$ cat config.mk
export PLATFORM = sky130hd
export DESIGN_NAME = frogger_game_ctrl
export DESIGN_NICKNAME = d
export VERILOG_FILES = /design/src/rtl/frogger_game_ctrl.sv
export SDC_FILE = /design/constraint.sdc
export NUM_CORES = 1
export LEC_CHECK = 0
export ABC_AREA = 0
export CAP_MARGIN = 15
export CORE_ASPECT_RATIO = 1.5
export CORE_UTILIZATION = 67
export CTS_CLUSTER_DIAMETER = 40
export CTS_CLUSTER_SIZE = 40
export DETAILED_ROUTE_END_ITERATION = 8
export PLACE_DENSITY = 0.9
export SLEW_MARGIN = 25
export SYNTH_ARGS = -nofsm -noshare
export SYNTH_HDL_FRONTEND = slang
export SYNTH_SLANG_ARGS = --single-unit
$ cat constraint.sdc
create_clock -name clk -period 7.3 [get_ports clk]
set_clock_uncertainty 0.15 [all_clocks]
set_input_delay 1.46 -clock clk [delete_from_list [all_inputs] [get_ports clk]]
set_output_delay 1.46 -clock clk [all_outputs]
set_load 0.02 [all_outputs]
$ cat src/rtl/frogger_game_ctrl.sv
`default_nettype none
// ============================================================================
// Module      : frogger_game_ctrl
// Description : Frogger game sequencer. Debounces the active-low buttons into
//               one-cycle move pulses, schedules the level-dependent lane
//               shift tick and runs the IDLE/PLAY/DYING/WON state machine.
// Revision    : 1.0 - initial release
// ============================================================================
module frogger_game_ctrl #(
    parameter int TICK_BASE = 100000000,
    parameter int TICK_STEP = 12500000,
    parameter int DEBOUNCE  = 1000000,
    parameter int HOLD      = 50000000,
    parameter int LIVES     = 3,
    parameter int MAX_LEVEL = 7
) (
    input  logic       clk,
    input  logic       reset,
    input  logic       btn_up,
    input  logic       btn_down,
    input  logic       btn_left,
    input  logic       btn_right,
    input  logic       btn_start,
    input  logic       collide,
    input  logic       at_top,
    output logic       mv_up,
    output logic       mv_down,
    output logic       mv_left,
    output logic       mv_right,
    output logic       lane_shift,
    output logic       lanes_init,
    output logic       frog_home,
    output logic [1:0] game_state,
    output logic [1:0] lives,
    output logic [2:0] level,
    output logic [7:0] score
);

    localparam int c_TICK_W = (TICK_BASE > 1) ? $clog2(TICK_BASE) : 1;
    localparam int c_DB_W   = (DEBOUNCE  > 1) ? $clog2(DEBOUNCE)  : 1;
    localparam int c_HOLD_W = (HOLD      > 1) ? $clog2(HOLD)      : 1;
    localparam int c_NBTN   = 5;

    typedef enum logic [1:0] {
        S_IDLE  = 2'b00,
        S_PLAY  = 2'b01,
        S_DYING = 2'b10,
        S_WON   = 2'b11
    } state_t;

    // Button index: 0 up, 1 down, 2 left, 3 right, 4 start
    logic [c_NBTN-1:0] w_raw;
    logic [c_NBTN-1:0] w_press;

    assign w_raw = {btn_start, btn_right, btn_left, btn_down, btn_up};

    for (genvar i = 0; i < c_NBTN; i++) begin : g_btn
        logic [1:0]        r_sync;
        logic [c_DB_W-1:0] r_cnt;
        logic              r_deb;
        logic              r_deb_d;

        // Synchronise, then accept a new level only after it has been stable
        always_ff @(posedge clk or negedge reset) begin
            if (!reset) begin
                r_sync  <= 2'b11;
                r_cnt   <= '0;
                r_deb   <= 1'b1;
                r_deb_d <= 1'b1;
            end else begin
                r_sync  <= {r_sync[0], w_raw[i]};
                r_deb_d <= r_deb;
                if (r_sync[1] == r_deb) begin
                    r_cnt <= '0;
                end else if (r_cnt == c_DB_W'(DEBOUNCE - 1)) begin
                    r_deb <= r_sync[1];
                    r_cnt <= '0;
                end else begin
                    r_cnt <= r_cnt + 1'b1;
                end
            end
        end

        // A press is the falling edge of the debounced level
        assign w_press[i] = r_deb_d & ~r_deb;
    end

    state_t                r_state;
    logic [c_TICK_W-1:0]   r_tick_cnt;
    logic [c_TICK_W-1:0]   w_period_m1;
    logic [c_HOLD_W-1:0]   r_hold_cnt;
    logic [1:0]            r_lives;
    logic [2:0]            r_level;
    logic [7:0]            r_score;
    logic                  r_mv_up, r_mv_down, r_mv_left, r_mv_right;
    logic                  r_lane_shift, r_lanes_init, r_frog_home;

    // Last count of the lane-shift period for the current level
    always_comb begin
        w_period_m1 = c_TICK_W'(TICK_BASE - 1 - int'(r_level) * TICK_STEP);
    end

    // Game state machine, tick scheduler and registered output pulses.
    // Level only changes outside PLAY, where the tick counter is held at 0,
    // so a level change always restarts the tick period.
    always_ff @(posedge clk or negedge reset) begin
        if (!reset) begin
            r_state      <= S_IDLE;
            r_tick_cnt   <= '0;
            r_hold_cnt   <= '0;
            r_lives      <= '0;
            r_level      <= '0;
            r_score      <= '0;
            r_mv_up      <= 1'b0;
            r_mv_down    <= 1'b0;
            r_mv_left    <= 1'b0;
            r_mv_right   <= 1'b0;
            r_lane_shift <= 1'b0;
            r_lanes_init <= 1'b0;
            r_frog_home  <= 1'b0;
        end else begin
            r_mv_up      <= 1'b0;
            r_mv_down    <= 1'b0;
            r_mv_left    <= 1'b0;
            r_mv_right   <= 1'b0;
            r_lane_shift <= 1'b0;
            r_lanes_init <= 1'b0;
            r_frog_home  <= 1'b0;
            case (r_state)
                S_IDLE: begin
                    r_tick_cnt <= '0;
                    if (w_press[4]) begin
                        r_state      <= S_PLAY;
                        r_lanes_init <= 1'b1;
                        r_frog_home  <= 1'b1;
                        r_lives      <= 2'(LIVES);
                        r_level      <= '0;
                        r_score      <= '0;
                    end
                end
                S_PLAY: begin
                    if (collide) begin
                        r_state    <= S_DYING;
                        r_lives    <= r_lives - 2'd1;
                        r_hold_cnt <= '0;
                        r_tick_cnt <= '0;
                    end else if (at_top) begin
                        r_state    <= S_WON;
                        if (r_score != 8'hFF) begin
                            r_score <= r_score + 8'd1;
                        end
                        r_hold_cnt <= '0;
                        r_tick_cnt <= '0;
                    end else begin
                        if (w_press[0]) begin
                            r_mv_up <= 1'b1;
                        end else if (w_press[1]) begin
                            r_mv_down <= 1'b1;
                        end else if (w_press[2]) begin
                            r_mv_left <= 1'b1;
                        end else if (w_press[3]) begin
                            r_mv_right <= 1'b1;
                        end
                        if (r_tick_cnt == w_period_m1) begin
                            r_tick_cnt   <= '0;
                            r_lane_shift <= 1'b1;
                        end else begin
                            r_tick_cnt <= r_tick_cnt + 1'b1;
                        end
                    end
                end
                S_DYING: begin
                    r_tick_cnt <= '0;
                    if (r_hold_cnt == c_HOLD_W'(HOLD - 1)) begin
                        r_hold_cnt <= '0;
                        if (r_lives == 2'd0) begin
                            r_state <= S_IDLE;
                        end else begin
                            r_state     <= S_PLAY;
                            r_frog_home <= 1'b1;
                        end
                    end else begin
                        r_hold_cnt <= r_hold_cnt + 1'b1;
                    end
                end
                S_WON: begin
                    r_tick_cnt <= '0;
                    if (r_hold_cnt == c_HOLD_W'(HOLD - 1)) begin
                        r_hold_cnt   <= '0;
                        r_state      <= S_PLAY;
                        r_frog_home  <= 1'b1;
                        r_lanes_init <= 1'b1;
                        if (r_level < 3'(MAX_LEVEL)) begin
                            r_level <= r_level + 3'd1;
                        end
                    end else begin
                        r_hold_cnt <= r_hold_cnt + 1'b1;
                    end
                end
                default: r_state <= S_IDLE;
            endcase
        end
    end

    assign mv_up      = r_mv_up;
    assign mv_down    = r_mv_down;
    assign mv_left    = r_mv_left;
    assign mv_right   = r_mv_right;
    assign lane_shift = r_lane_shift;
    assign lanes_init = r_lanes_init;
    assign frog_home  = r_frog_home;
    assign game_state = r_state;
    assign lives      = r_lives;
    assign level      = r_level;
    assign score      = r_score;

endmodule
`default_nettype wire

==> impl_metrics.tcl <==
set metrics [dict create \
    outcome "finished, final reports clean" \
    hold_path_end "g_btn[1].r_sync[1]$_DFF_PN1_" \
    cp-end-kind "flip-flop" \
    insertedDiodeCount 0 \
    numCtsBuffers 17 \
    power.density_cell_area_mw_per_mm2 286.0 \
    timing.final.setup_violations 0 \
    critical_path_required_ns 7.41 \
    timing.final.hold_violations 0 \
    clkSinkCount 195 \
    power.ir.vdd_worst_v 0.0001691 \
    critPathMaxFanout 25 \
    yosysTopAreaCell "sky130_fd_sc_hd__dfrtp_1" \
    min_delay_path_depth 0 \
    clk_path_buf_depth 2 \
    via_per_inst 6.105 \
    ys_seq_elements 195 \
    drt_pass1_iterations 5 \
    synth_commonest_cells "sky130_fd_sc_hd__dfrtp_1, sky130_fd_sc_hd__nor2_1, sky130_fd_sc_hd__nand2_1" \
    post_drt_wl_per_cell_um 16.61 \
    slew_headroom 0.4194 \
    post-route-drc-count 0 \
    globalplace.congestion 0.9202 \
    synth_most_common_cell "sky130_fd_sc_hd__dfrtp_1" \
    initial_utilization 0.6912 \
    synth_area_per_cell_um2 9.513 \
    ff_latch_area_mm2 0.004905 \
    number_of_global_route_vias_before_repair 8197 \
    htree_num_levels 4 \
    hold_path.startpoint "g_btn[1].r_sync[0]$_DFF_PN1_" \
    route.antenna.remaining_nets 0 \
    critical_path.startpoint_type "flip-flop" \
    worstMarginPinSlew_ns 0.8710 \
    maxClockFrequency_mhz 171.0 \
    clock_insertion_delay_worst_skew_ns 0.43 \
    ctsHoldBuffers 0 \
    die_width_um 104.0 \
    synth_edf_count 0 \
    setup_repair_after_global_routing_missed_its_margin "false" \
    setup_tns_ns 0 \
    place_worst_setup_slack_ns 1.494 \
    io_buffers 30 \
    finalWirelength_um 22090 \
    core.rowCount 55 \
    rr_endpoint "r_tick_cnt[17]$_DFF_PN0_" \
    dieHeight_um 155.1 \
    syn-cell-area_mm2 0.01046 \
    clk_pin_slew_ns 0.07 \
    post-route-period-util 0.8011 \
    drive_above_1_share 0.07162 \
    postSynth.asyncResetShare 1.000 \
    timing_worst_setup_path_type "flip-flop to flip-flop" \
    post_cts.repair.setup_buffers 0 \
    cellLeakagePower_uw 0.004973 \
    grt_start_max_net_pins 137 \
    multi_input_area_mm2 0.005303 \
    grt_remaining_overflow 0 \
    r2r-start "level[0]$_DFFE_PN0P_" \
    maxCapViolations 0 \
    ys_dominant_reg_cell "sky130_fd_sc_hd__dfrtp_1" \
    synth.top_cells.by_area "sky130_fd_sc_hd__dfrtp_1, sky130_fd_sc_hd__xor2_1, sky130_fd_sc_hd__xnor2_1" \
    final_max_slew_viol_count 0 \
    finalCriticalPeriod_ns 5.848 \
    timing.final.ws_setup_ns 1.452 \
    layout_nets 1152 \
    r2r_cells 15 \
    startpoint "level[0]$_DFFE_PN0P_" \
    timing.critical_path.arrival_ns 5.96 \
    seq_area_frac_synth 0.4687 \
    fillers 1009 \
    mappedNetlistNets 1134 \
    global_route_wire_length_before_repair_um 38090 \
    design.portCount 31 \
    tritoncts_clock_tree "built" \
    core_region_area_mm2 0.01514 \
    dp.final_hpwl_um 14540 \
    worst_hold_path_type "flip-flop to flip-flop" \
    synthesis.instances 1100 \
    area.growth.synth_to_final_pct 9.973 \
    area_fraction_of_the_dominant_cell_type_after_synthesis 0.4185 \
    antenna_violations_before_repair 0 \
    detailroute.via_count 8119 \
    gr-usage-all-layers 0.2910 \
    reg2reg_setup_slack_ns 1.45 \
    post_synth_num_cell_types 67 \
    design.die.area_mm2 0.01613 \
    cts_root_buffer "sky130_fd_sc_hd__clkbuf_16" \
    post_cts.resized_instances 0 \
    detailedRoute.firstIterationViolations 520 \
    yosysWarningCount 0 \
]
==> critical path, stage by stage, from the launching register on <==
cell and delay (ns):
sky130_fd_sc_hd__dfrtp_1 0.53, sky130_fd_sc_hd__inv_1 0.21, sky130_fd_sc_hd__fa_1 0.86, sky130_fd_sc_hd__inv_1 0.17
sky130_fd_sc_hd__ha_1 0.31, sky130_fd_sc_hd__ha_1 0.25, sky130_fd_sc_hd__o21ba_2 0.29, sky130_fd_sc_hd__o21ai_2 0.08
sky130_fd_sc_hd__a31o_1 0.34, sky130_fd_sc_hd__maj3_2 0.40, sky130_fd_sc_hd__xnor2_4 0.16, sky130_fd_sc_hd__xnor2_1 0.16
sky130_fd_sc_hd__or4_1 0.47, sky130_fd_sc_hd__a2111oi_1 0.34, sky130_fd_sc_hd__and4_1 0.83, sky130_fd_sc_hd__nor3_1 0.13
==> layout by cell type (no fill, tap or decap), types with 10 or more instances in the layout <==
master,Yosys,routed
sky130_fd_sc_hd__xnor2_1,63,63
sky130_fd_sc_hd__clkdlybuf4s50_1,0,29
sky130_fd_sc_hd__and3_1,49,49
sky130_fd_sc_hd__nor4_1,10,10
sky130_fd_sc_hd__dfrtp_1,175,175
sky130_fd_sc_hd__nand2_1,97,97
sky130_fd_sc_hd__inv_1,25,25
sky130_fd_sc_hd__xor2_1,83,83
sky130_fd_sc_hd__o21ai_0,50,50
sky130_fd_sc_hd__nor2b_1,11,11
sky130_fd_sc_hd__nand4_1,20,20
sky130_fd_sc_hd__clkbuf_16,0,17
sky130_fd_sc_hd__a21oi_1,29,29
sky130_fd_sc_hd__nor3_1,40,40
sky130_fd_sc_hd__or3_1,25,25
sky130_fd_sc_hd__dfstp_2,20,20
sky130_fd_sc_hd__nand3_1,72,72
sky130_fd_sc_hd__nor2_1,140,140
sky130_fd_sc_hd__mux2_2,10,10
sky130_fd_sc_hd__ha_1,23,23
==> cells by family (layout without fill, tap and decap cells) <==
logic type	after synthesis	count (layout)	share of synthesized area
XOR/XNOR	148	148	0.1264
AND/OR/NAND/NOR	519	519	0.2466
AO/OA/AOI/OAI	139	139	0.08586
multiplexers	15	15	0.01555
flip-flops	195	195	0.4687
buffers and inverters	58	89	0.02451
adder cells (fa/ha/maj)	26	26	0.03241
==> sequential cells by signal, indices dropped and copies added, names as in the netlist <==
name / flops
lanes_init: 1
mv_right: 1
g_btn.r_deb_d: 5
mv_left: 1
r_tick_cnt: 27
level: 3
mv_down: 1
mv_up: 1
g_btn.r_cnt: 100
g_btn.r_deb: 5
lives: 2
game_state: 2
frog_home: 1
r_hold_cnt: 26
lane_shift: 1
score: 8
g_btn.r_sync: 10
==> final cells by class <==
type | count | area share
clock inverter | 15 | 0.01664
tap | 199 | 0.02164
multi-input combinational | 847 | 0.4608
sequential | 195 | 0.4262
inverter | 25 | 0.008155
timing repair buffer | 32 | 0.02957
clock buffer | 17 | 0.03697
==> power by group <==
group	switching, uW	internal [uW]	total [uW]
clock network	443	523	966
logic	720	419	1140
registers	60.9	1130	1190
==> worst max-delay path by stage <==
stage | endpoint | slack [ns]
6_report | r_tick_cnt[17]$_DFF_PN0_ | 1.45
5_1_grt | r_tick_cnt[14]$_DFF_PN0_ | 1.10
4_1_cts | r_tick_cnt[17]$_DFF_PN0_ | 1.48
3_5_place_dp | r_tick_cnt[17]$_DFF_PN0_ | 1.49
3_3_place_gp | lane_shift$_DFF_PN0_ | 1.66
2_1_floorplan | r_tick_cnt[11]$_DFF_PN0_ | 2.36
==> through the flow <==
stage	instance area (um2)	cells	utilization	total power, uW	hold slack [ns]
floorplan	10460	1100	-	2042	0.1952
global placement	10860	1297	0.7174	2294	0.1958
detailed placement	10860	1297	0.7174	2315	0.1968
CTS	11480	1329	0.7582	3290	0.2079
global route	11510	1330	0.7601	3473	0.2111
finish	11510	1330	0.7601	3291	0.2067
==> layer usage <==
metal	wire length [um]	GRT usage	vias to the layer above
li1	-	-	3864
met1	8837	0.3399	3993
met2	11720	0.5232	197
met3	682	0.04985	65
met4	850	0.1320	0
met5	0	0	-
No activity file was read; power rests on OpenSTA's default activity.
==> patch: new RTL, config.mk and constraints unchanged <==
Put one more register stage on the output `lives`, without a reset. The value now appears one clock later. The other outputs are not delayed to match.
--- a/src/rtl/frogger_game_ctrl.sv
+++ b/src/rtl/frogger_game_ctrl.sv
@@ -210,7 +210,9 @@
     assign lanes_init = r_lanes_init;
     assign frog_home  = r_frog_home;
     assign game_state = r_state;
-    assign lives      = r_lives;
+    always_ff @(posedge clk) begin
+        lives <= r_lives;
+    end
     assign level      = r_level;
     assign score      = r_score;
 
Function: same outputs for any inputs over 10 cycles, from zero or initial values and one cycle with reset low; that may be too few to reach the edited logic, so the function may still have changed.
==> patch against the unedited design <==
Die area is 3.0% higher. Power grew 7.0%. Core utilization is 0.93 points lower. Synthesized area is 3.0% higher. Synthesized cell count grew 1.7%. Largest cell class unchanged. Critical path depth is the same. Sequential cell count grew 2. Non-clock buffer count is 1 higher. Largest power group is now combinational logic. Routed wire length up 8.8%. Clock power fell by 3.9%. Via count up 4.3%. Final area grew 2.4%. Setup slack better by 400 ps.
==> patch: results (changes against the unedited design) <==
met1_length_mm: 9.21  # was 8.84 mm
synth_warnings: 0  # unchanged
relSlewSlack_pct: 35.1  # was 41.9%
synth_seq_area_share_pct: 45.9  # was 46.9%
drive_above_1_share_pct: 8.88  # was 7.16%
grt_antenna_before_repair: 0  # unchanged
numCtsBuffers: 17  # unchanged
ctsResizeCount: 0  # unchanged
critPathCaptureType: "register"  # unchanged
io_buffers: 30  # unchanged
clk_latency_ps: 440
synth_cell_types: 71  # was 67
grt_max_degree: 125  # was 137
hp-class: "reg2reg"  # unchanged
routabilityCongestion: 0.981  # was 0.920
post_dp_cell_area_um2: 11200  # was 10900 um2
drtIter0Drc: 476  # was 520
startpoint_type: "register"  # unchanged
dr_wl_met2_mm: 13.0  # was 11.7 mm
grt_pass1_wl_mm: 39.7  # was 38.1 mm
p_leak_nw: 5.02  # was 4.97 nW
hpwl_mm: 16.3  # was 14.5 mm
antennaDiodeCount: 0  # unchanged
firstDrtPassIters: 6  # was 5
ys_top_cells_by_count: "dfrtp_1, nor2_1, nand2_1"  # unchanged
status: "completed"  # unchanged
clock-root-buffer: "clkbuf_16"  # unchanged
routed.top_layer: "met4"  # unchanged
async_reset_ff_share_pct: 99.0  # was 100%
peakVddDrop_uv: 221  # was 169 uV
path_clk_slew_ps: 70  # about the same
finalSetupViolCount: 0  # unchanged
clockBufferDepth: 2  # unchanged
r2r_end: "r_tick_cnt[3]$_DFF_PN0_"  # was r_tick_cnt[17]$_DFF_PN0_
grt_usage_pct: 30.4  # was 29.1%
top_regs: "g_btn.r_cnt (100), r_tick_cnt (27), r_hold_cnt (26)"  # unchanged
fin_crit_sh_pct: 74.6  # was 80.1%
dr_wl_met3_um: 957  # was 682 um
crit_fanout: 25  # unchanged
place_ws_ps: 1930  # was 1490 ps
grt_pass1_vias: 8450  # was 8197
wirelength_mm: 24.0  # was 22.1 mm
drt-vias-per-instance: 6.26  # was 6.10
ff2ff_path_depth: 15  # unchanged
post-cts-setup-buffer-count: 0  # unchanged
synth_area_leaders: "dfrtp_1, xnor2_1, xor2_1"  # was dfrtp_1, xor2_1, xnor2_1
htreeDepth: 4  # unchanged
r2r_start: "level[0]$_DFFE_PN0P_"  # unchanged
syn_nets: 1153  # was 1134
critical_path_arrival_ps: 5580  # was 5960 ps
==> patch: changes by cell type after synthesis, moves of 8 or more <==
cell      unedited run  this run
a21oi_1             29        40
nand3_1             72        63
nor3_1              40        17
a211oi_2             0        21
xor2_1              83        69
xnor2_1             63        71
==> patch: kinds of logic (layout without fill, tap and decap cells) <==
group / Yosys count / in the layout / share of synthesized area (%)
flops: 197 / 197 / 45.9
fa+ha+maj: 26 / 26 / 3.13
buf+inv: 66 / 96 / 2.63
simple gates: 504 / 504 / 23.3
xor+xnor: 145 / 145 / 12.4
mux: 10 / 10 / 0.998
compound gates: 171 / 171 / 11.7
==> patch: critical path: stages, from the launching register on <==
cell       delay, ps
dfrtp_1          510
inv_1            210
fa_1             900
inv_1            130
ha_1             320
ha_1             270
o21ba_2          300
nor3_1            90
a2111oi_4        580
o32ai_1          220
or2_4            280
xnor2_1          120
a2111o_1         460
a2111oi_4        190
buf_4            410
a211oi_1         140
==> patch: how the worst min path moves through the flow <==
stage,startpoint,endpoint,cells past startpoint
6_report,g_btn[4].r_sync[0]$_DFF_PN1_,g_btn[4].r_sync[1]$_DFF_PN1_,0
5_1_grt,g_btn[1].r_sync[0]$_DFF_PN1_,g_btn[1].r_sync[1]$_DFF_PN1_,0
4_1_cts,g_btn[1].r_sync[0]$_DFF_PN1_,g_btn[1].r_sync[1]$_DFF_PN1_,0
3_5_place_dp,g_btn[1].r_sync[0]$_DFF_PN1_,g_btn[1].r_sync[1]$_DFF_PN1_,0
3_3_place_gp,g_btn[0].r_sync[0]$_DFF_PN1_,g_btn[0].r_sync[1]$_DFF_PN1_,0
2_1_floorplan,g_btn[0].r_sync[0]$_DFF_PN1_,g_btn[0].r_sync[1]$_DFF_PN1_,0
==> patch: per-stage QoR <==
step	cells	hold WS, ps	power (mW)
6_report	1352	208	3.52
5_1_grt	1352	211	3.70
4_1_cts	1352	207	3.51
3_5_place_dp	1320	197	2.58
3_3_place_gp	1320	195	2.56
2_1_floorplan	1119	195	2.28
==> patch: power breakdown <==
part	internal, mW	total (mW)	switching [mW]
combinational	0.520	1.39	0.872
sequential	1.14	1.20	0.0620
clock	0.504	0.928	0.423
total	2.17	3.52	1.36
==> patch: layer usage <==
metal,GRT usage (%),up-vias
li1,-,3929
met4,16.2,0
met2,56.5,243
met3,5.09,71
met1,32.9,4223
met5,0,-
==> patch: cell type report <==
cell class,count,area (um2)
multi-input cells,856,5560
flip-flops and latches,197,4940
fillers,1052,3910
clock buffers,20,467
repair buffers,33,327
well taps,203,254
clock inverters,12,118
inverters,31,116
